$ cat config.mk
export PLATFORM = sky130hd
export DESIGN_NAME = serial_subtractor
export DESIGN_NICKNAME = d
export VERILOG_FILES = /design/src/rtl/serial_subtractor_pkg.sv /design/src/rtl/full_subtractor_cell.sv /design/src/rtl/serial_subtractor.sv
export SDC_FILE = /design/constraint.sdc
export NUM_CORES = 1
export LEC_CHECK = 0
export CAP_MARGIN = 20
export CORE_ASPECT_RATIO = 0.8
export CORE_MARGIN = 3
export CORE_UTILIZATION = 40
export CTS_BUF_LIST = sky130_fd_sc_hd__clkbuf_4 sky130_fd_sc_hd__clkbuf_8
export DETAILED_ROUTE_END_ITERATION = 10
export DONT_BUFFER_PORTS = 1
export PLACE_DENSITY_LB_ADDON = 0.3
export SLEW_MARGIN = 10
export SYNTH_ARGS = -nofsm -noshare
export SYNTH_HDL_FRONTEND = slang
export SYNTH_HIERARCHICAL = 1
export SYNTH_SLANG_ARGS = --single-unit
$ cat constraint.sdc
create_clock -name clk -period 4.15 [get_ports clk]
set_input_delay 1.245 -clock clk [delete_from_list [all_inputs] [get_ports clk]]
set_output_delay 1.245 -clock clk [all_outputs]
set_load 0.01 [all_outputs]
$ cat src/rtl/serial_subtractor_pkg.sv
// Shared types for the bit-serial subtractor: FSM state encoding and count-width helper.
package serial_subtractor_pkg;

  typedef enum logic [1:0] {
    IDLE  = 2'd0,
    SHIFT = 2'd1,
    FIN   = 2'd2
  } state_t;

  // Bit count needed to index WIDTH serial steps (0 .. WIDTH-1).
  function automatic int unsigned cnt_width(input int unsigned w);
    return (w < 2) ? 1 : $clog2(w);
  endfunction

endpackage

$ cat src/rtl/full_subtractor_cell.sv
// One-bit full subtractor (d = a - b - bin) built from gate primitives.
module full_subtractor_cell (
  input  logic a,
  input  logic b,
  input  logic bin,
  output logic d,
  output logic bout
);

  logic a_x_b;
  logic a_n;
  logic a_x_b_n;
  logic brw_ab;
  logic brw_in;

  xor g_x0 (a_x_b, a, b);
  xor g_x1 (d, a_x_b, bin);
  not g_n0 (a_n, a);
  not g_n1 (a_x_b_n, a_x_b);
  and g_a0 (brw_ab, a_n, b);
  and g_a1 (brw_in, a_x_b_n, bin);
  or  g_o0 (bout, brw_ab, brw_in);

endmodule

$ cat src/rtl/serial_subtractor.sv
// Bit-serial WIDTH-bit subtractor D = A - B, LSB first, one full-subtractor cell.
// Optional signed-overflow output V when SERIAL_SUB_OVERFLOW_EN is defined.
module serial_subtractor
  import serial_subtractor_pkg::*;
#(
  parameter int unsigned WIDTH = 8
) (
  input  logic             clk,
  input  logic             rst,
  input  logic             start,
  input  logic [WIDTH-1:0] A,
  input  logic [WIDTH-1:0] B,
  output logic             busy,
  output logic             done,
  output logic [WIDTH-1:0] D,
  output logic             Bout
`ifdef SERIAL_SUB_OVERFLOW_EN
  ,
  output logic             V
`endif
);

  localparam int unsigned CW = cnt_width(WIDTH);

  state_t           state;
  logic [WIDTH-1:0] a_sr;
  logic [WIDTH-1:0] b_sr;
  logic [WIDTH-1:0] res_sr;
  logic [CW-1:0]    count;
  logic             borrow;
  logic             d_bit;
  logic             bout_bit;
`ifdef SERIAL_SUB_OVERFLOW_EN
  logic             a_msb;
  logic             b_msb;
`endif

  full_subtractor_cell u_cell (
    .a    (a_sr[0]),
    .b    (b_sr[0]),
    .bin  (borrow),
    .d    (d_bit),
    .bout (bout_bit)
  );

  // Last shift loads D/Bout from the cell directly so they are valid during the FIN/done cycle.
  always_ff @(posedge clk or posedge rst) begin
    if (rst) begin
      state  <= IDLE;
      a_sr   <= '0;
      b_sr   <= '0;
      res_sr <= '0;
      count  <= '0;
      borrow <= 1'b0;
      busy   <= 1'b0;
      done   <= 1'b0;
      D      <= '0;
      Bout   <= 1'b0;
`ifdef SERIAL_SUB_OVERFLOW_EN
      a_msb  <= 1'b0;
      b_msb  <= 1'b0;
      V      <= 1'b0;
`endif
    end else begin
      done <= 1'b0;
      case (state)
        IDLE: begin
          if (start) begin
            a_sr   <= A;
            b_sr   <= B;
            borrow <= 1'b0;
            count  <= '0;
            busy   <= 1'b1;
            state  <= SHIFT;
`ifdef SERIAL_SUB_OVERFLOW_EN
            a_msb  <= A[WIDTH-1];
            b_msb  <= B[WIDTH-1];
`endif
          end
        end
        SHIFT: begin
          a_sr   <= a_sr >> 1;
          b_sr   <= b_sr >> 1;
          res_sr <= {d_bit, res_sr[WIDTH-1:1]};
          borrow <= bout_bit;
          count  <= count + CW'(1);
          if (count == CW'(WIDTH - 1)) begin
            state <= FIN;
            busy  <= 1'b0;
            done  <= 1'b1;
            D     <= {d_bit, res_sr[WIDTH-1:1]};
            Bout  <= bout_bit;
`ifdef SERIAL_SUB_OVERFLOW_EN
            V     <= (a_msb ^ b_msb) & (a_msb ^ d_bit);
`endif
          end
        end
        FIN: begin
          state <= IDLE;
        end
        default: begin
          state <= IDLE;
        end
      endcase
    end
  end

endmodule

==> metrics.yaml, run 1 <==
status: "completed"
synth_area_per_cell_um2: 10.8
p_total_uw: 1410
critPathBufInv: 1
drc: 0
r2r_start: "state[0]"
die-height_um: 65.2
path_delay_family: "flip-flops"
syn-num-nets: 184
hold_class: "reg -> reg"
seqCellArea_um2: 1000
start_util_pct: 43.7
clkPwrFrac_pct: 17.5
crit_chain: "nor2b_2, nand2_2, inv_2, mux2_2"
drt_wl_total_mm: 3.36
period_share_pct: 49.7
cts_hold_buf: 0
nNetsFinal: 183
arrival_ns: 2.23
firstDrtPassIters: 4
synthCells: 162
power_density_nw_per_um2: 759
ant_nets: 0
port_buffers: 0
dp_hpwl_mm: 2.32
num_vias: 1152
ys_types: 31
crit_fanout: 21
gp_congestion: 0.765
grt-ovfl-total: 0
ys_warn_count: 6
max_stage_delay_ns: 0.72
cp-start-kind: "flip-flop"
slowest_stage: "dfrtp_1"
worstPathRequired_ns: 4.32
cts_resized: 0
min_from: "res_sr[1]"
final.fill_count: 376
drt_iter0_markers: 52
cts_root_buf: "clkbuf_8"
area_delta_synth_final_pct: 6.08
antennaDiodeCount: 0
grt_pass1_vias: 1165
dieArea_um2: 5210
slew_headroom_pct: 56.9
rsz0062_at_grt: "false"
setup_viol: 0
cellLeakagePower_uw: 0.000843
maxCapViolCount: 0
grt_start_max_net_pins: 27
fp.coreArea_um2: 4000
p_sw_share_pct: 36.5
postCtsSetupBuffers: 0
syn_area_um2: 1750
endpoint_kind: "flip-flop"
track_usage_pct: 14.0
num_rows: 20
max_freq_mhz: 485
path_clk_slew_ns: 0.07
antenna_found_initial: 0
htree_levels: 2
hold_viol_final: 0
p_switching_uw: 514
pin_count: 30
p_seq_share_pct: 51.2
period_minus_slack_ns: 2.06
synth.ff_latch_count: 40
setup-tns-final_ns: 0
grt_pass1_wl_mm: 5.69
drive_above_1_share_pct: 14.3
slew_violations: 0
cts_tree: "done"
ir_drop_mv: 0.217
die-width_um: 80.0
clockBufferDepth: 2
post-route-worst-setup-slack_ns: 2.09
vias_per_cell: 5.33
finClkSkew_ns: 0.00639
worstSetupStartpoint: "state[0]"
seq_area_frac_synth_pct: 57.2
critPathKind: "reg -> reg"
cts_sinks: 40
multi_input_area_um2: 649
pwr-share-comb_pct: 31.2
wl_per_cell_um: 15.5
numCtsBuffers: 5
pre_cts_slack_ns: 2.09
tightest_slew_ns: 0.646
intPower_uw: 895
clk_latency_ns: 0.28
-- cell usage after synthesis --
| library cell | instances | area, um^2 |
|---|---|---|
| buf_6 | 1 | 11.3 |
| or4b_4 | 1 | 13.8 |
| clkbuf_2 | 1 | 5.00 |
| nor2_1 | 5 | 18.8 |
| ha_1 | 2 | 25.0 |
| o21ai_2 | 1 | 8.76 |
| nor2b_2 | 1 | 8.76 |
| a211oi_1 | 2 | 15.0 |
| or2_2 | 1 | 6.26 |
| o22a_1 | 4 | 35.0 |
| mux2i_1 | 1 | 10.0 |
| o21bai_1 | 1 | 7.51 |
| a22o_1 | 3 | 26.3 |
| o32ai_1 | 1 | 8.76 |
| fa_1 | 1 | 20.0 |
| nand2_2 | 1 | 6.26 |
| nor4b_1 | 2 | 17.5 |
| o21ai_0 | 7 | 35.0 |
| nor3_1 | 2 | 10.0 |
| inv_1 | 11 | 41.3 |
| inv_2 | 1 | 3.75 |
| mux2_2 | 9 | 101 |
| nor3b_1 | 4 | 30.0 |
| nand2b_1 | 2 | 12.5 |
| buf_2 | 7 | 35.0 |
| nand2_1 | 24 | 90.1 |
| o22ai_1 | 13 | 81.3 |
| clkinv_1 | 1 | 3.75 |
| nor2b_1 | 1 | 6.26 |
| dfrtp_1 | 40 | 1000 |
| a21oi_1 | 11 | 55.1 |
-- cell usage in the layout (no fill, tap or decap) --
cell / netlist / final
dfrtp_1: 40 / 40
nand2_1: 24 / 24
o22ai_1: 13 / 13
inv_1: 11 / 11
a21oi_1: 11 / 11
mux2_2: 9 / 9
o21ai_0: 7 / 7
nor2_1: 5 / 5
clkbuf_8: 0 / 5
nor3b_1: 4 / 4
o22a_1: 4 / 4
a22o_1: 3 / 3
nor4b_1: 2 / 2
nor3_1: 2 / 2
a211oi_1: 2 / 2
nand2b_1: 2 / 2
ha_1: 2 / 2
o21bai_1: 1 / 1
clkinv_1: 1 / 1
nor2b_2: 1 / 1
or4b_4: 1 / 1
o21ai_2: 1 / 1
nand2_2: 1 / 1
inv_2: 1 / 1
mux2i_1: 1 / 1
nor2b_1: 1 / 1
or2_2: 1 / 1
o32ai_1: 1 / 1
clkinv_2: 0 / 1
clkbuf_4: 0 / 1
buf_4: 0 / 1
fa_1: 1 / 1
-- cell type report --
cell class	count	share of cell area [%]
clock buffer	6	4.11
clock inverter	1	0.270
inverter	13	2.63
multi-input combinational	100	35.0
sequential	40	53.9
tap	55	3.71
timing repair buffer	1	0.404
-- per-stage QoR --
step                      area (um^2)  hold slack, ns  cells  util (%)
after floorplan                  1750           0.440    162         -
after global placement           1780           0.454    209      44.3
after detailed placement         1780           0.468    209      44.3
after CTS                        1860           0.486    216      46.4
after global routing             1860           0.524    216      46.4
final                            1860           0.483    216      46.4
-- power by group through the flow --
stage	combinational, uW	clock [uW]	sequential [uW]
global route	506	271	748
global placement	422	0	726
CTS	448	254	725
finish	440	247	722
detailed placement	446	0	732
floorplan	400	0	676
-- flip-flops by register name, indices dropped and copies added, names as in the netlist --
signal and cells:
count 3, busy 1, state 2, res_sr 7, a_sr 8, Bout 1
done 1, borrow 1, b_sr 8, D 8
-- tightest hold or removal path, cell delays in order, from the launching register on --
cell and delay, ns:
dfrtp_1 0.34, nand2_1 0.05, nand2_1 0.06
-- layer usage --
metal	GRT usage [%]	share of wire, %	vias to the layer above
met4	4.43	0.75	0
met2	21.5	48	20
met3	4.66	5.6	2
met1	18.7	46	575
li1	-	-	555
met5	0	0	-
-- worst paths after layout --
| kind | to | depth (start not counted) | slack (ns) |
|---|---|---|---|
| max | D[5] | 4 | 2.09 |
| min | res_sr[1] | 2 | 0.48 |
| max reg2reg | D[5] | 4 | 2.09 |
| min reg2reg | res_sr[1] | 2 | 0.48 |
| max in group asynchronous | D[1] | 2 | 2.50 |
| min in group asynchronous | busy | 1 | 0.90 |
-- cell families (layout without fill, tap and decap cells) --
group,after synthesis,in the layout,synth area share [%]
simple gates,44,44,12.6
compound gates,43,43,15.6
flops,40,40,57.2
buf+inv,22,21,5.72
mux,10,10,6.36
fa+ha+maj,3,3,2.57
Power figures use the tool's default switching activity.
==> run 2: changes to the inputs <==
==> constraint.sdc (replaced) <==
create_clock -name clk -period 2.1 [get_ports clk]
set_input_delay 0.63 -clock clk [delete_from_list [all_inputs] [get_ports clk]]
set_output_delay 0.63 -clock clk [all_outputs]
set_load 0.01 [all_outputs]
==> metrics.yaml, run 2 (synthesis gave the netlist of run 1 again) <==
status: "completed"
antenna_found_initial: 0  # unchanged
vias_per_cell: 5.36  # +0.51%
pre_cts_slack_ns: 0.435  # -1.66 ns
drt_iter0_markers: 70  # +35%
port_buffers: 0  # unchanged
num_rows: 20  # unchanged
pin_count: 30  # unchanged
grt_pass1_vias: 1211  # +3.9%
cts_sinks: 40  # unchanged
antennaDiodeCount: 0  # unchanged
hold_viol_final: 0  # unchanged
period_share_pct: 80.4  # +31 points
wl_per_cell_um: 15.5  # -0.40%
slowest_stage: "dfrtp_1"
r2r_end: "b_sr[1]"
fp.coreArea_um2: 4000  # unchanged
cellLeakagePower_uw: 0.000872  # +3.4%
cts_hold_buf: 0  # unchanged
path_delay_family: "flip-flops"
rrSetupSlack_ns: 0.41  # -1.68 ns
final_cell_mix: "dfrtp_1 (40), nand2_1 (24), o22ai_1 (13)"
die-width_um: 80.0  # unchanged
tightest_slew_ns: 0.580  # -0.0654 ns
final.fill_count: 380  # +1.1%
pwr-share-comb_pct: 29.7  # -1.5 points
critPathKind: "reg -> reg"
hold_class: "in -> async"
slew_violations: 0  # unchanged
arrival_ns: 1.91  # -0.32 ns
clockBufferDepth: 2  # unchanged
start_util_pct: 43.7  # unchanged
firstDrtPassIters: 4  # unchanged
crit_fanout: 20  # -4.8%
htree_levels: 2  # unchanged
critPathBufInv: 0  # -1
top_regs: "D (8), a_sr (8), b_sr (8)"
p_seq_share_pct: 47.4  # -3.8 points
gp_congestion: 0.771  # +0.69%
track_usage_pct: 14.7  # +0.69 points
final_util_pct: 47.9  # +1.5 points
p_total_uw: 3000  # +110%
finClkSkew_ns: 0.00767  # +0.00128 ns
rsz0062_at_grt: "false"
power_density_nw_per_um2: 1560  # +110%
clkPwrFrac_pct: 22.9  # +5.4 points
maxCapViolCount: 0  # unchanged
path_clk_slew_ns: 0.08  # about the same
r2r_start: "state[1]"
grt_pass1_wl_mm: 5.75  # +1.1%
drt_wl_total_mm: 3.39  # +0.98%
crit_chain: "nand2b_1, o22ai_1, a21oi_1"
placed_cell_area_um2: 1790  # +0.85%
ant_nets: 0  # unchanged
multi_input_area_um2: 649  # unchanged
grt-ovfl-total: 0  # unchanged
design_area_um2: 1920  # +3.2%
postCtsSetupBuffers: 0  # unchanged
slew_headroom_pct: 61.3  # +4.4 points
seqCellArea_um2: 1000  # unchanged
max_stage_delay_ns: 0.71  # about the same
cts_tree: "done"
dp_hpwl_mm: 2.37  # +2.2%
worstPathRequired_ns: 2.32  # -2.00 ns
max_freq_mhz: 592  # +22%
area_delta_synth_final_pct: 9.51
setup-tns-final_ns: 0  # unchanged
period_minus_slack_ns: 1.69  # -0.375 ns
nNetsFinal: 185  # +1.1%
cts_root_buf: "clkbuf_8"
p_sw_share_pct: 34.4  # -2.1 points
drive_above_1_share_pct: 15.9  # +1.6 points
num_vias: 1174  # +1.9%
setup_viol: 0  # unchanged
ir_drop_mv: 0.491  # +130%
clk_latency_ns: 0.30  # +0.02 ns
grt_start_max_net_pins: 41  # +52%
cp-start-kind: "flip-flop"
p_switching_uw: 1030  # +100%
cts_resized: 0  # unchanged
r2r_cells: 3  # -1
endpoint_kind: "flip-flop"
post-route-worst-setup-slack_ns: 0.412  # -1.68 ns
die-height_um: 65.2  # unchanged
numCtsBuffers: 5  # unchanged
final_common_cell: "dfrtp_1"
intPower_uw: 1970  # +120%
dieArea_um2: 5210  # unchanged
drc: 0  # unchanged
-- run 2: cell count changes in the layout (fill, tap and decap cells not counted), sizes merged --
cell | previous run | this run
clkbuf | 6 | 7
clkinv | 2 | 1
bufinv | 0 | 1
buf | 1 | 3
-- run 2: worst max-delay path by stage --
stage,depth (start not counted),endpoint,startpoint,slack (ns)
4_1_cts,3,b_sr[1],state[1],0.41
3_5_place_dp,3,b_sr[1],state[1],0.44
5_1_grt,3,b_sr[4],state[1],0.25
2_1_floorplan,1,Bout,rst,0.55
6_report,3,b_sr[1],state[1],0.41
3_3_place_gp,3,b_sr[4],state[1],0.53
-- run 2: metal layers --
metal  routed length (um)  share of wire (%)  track usage (%)
met1                 1500                 44             17.5
met2                 1630                 48             23.0
met4                   82                2.4             8.23
met3                  177                5.2             5.21
met5                    0                  0                0
-- run 2: cell type report --
class                   instances  share of cell area [%]
clock buffers                   7                    5.03
clock inverters                 1                    1.57
inverters                      13                    2.55
multi-input cells             100                    33.9
flip-flops and latches         40                    52.2
well taps                      55                    3.59
repair buffers                  3                    1.17
-- run 2: power groups by stage --
stage               Sequential (uW)  Combinational (uW)  Clock (uW)
floorplan                      1340                 790           0
global placement               1420                 862           0
detailed placement             1440                 904           0
CTS                            1420                 907         706
global route                   1470                1030         739
finish                         1420                 890         687
-- run 2: through the flow --
step | std cells | hold slack, ns
final | 219 | 0.345
after global placement | 211 | 0.456
after detailed placement | 211 | 0.459
after CTS | 219 | 0.359
after floorplan | 162 | 0.440
after global routing | 219 | 0.383
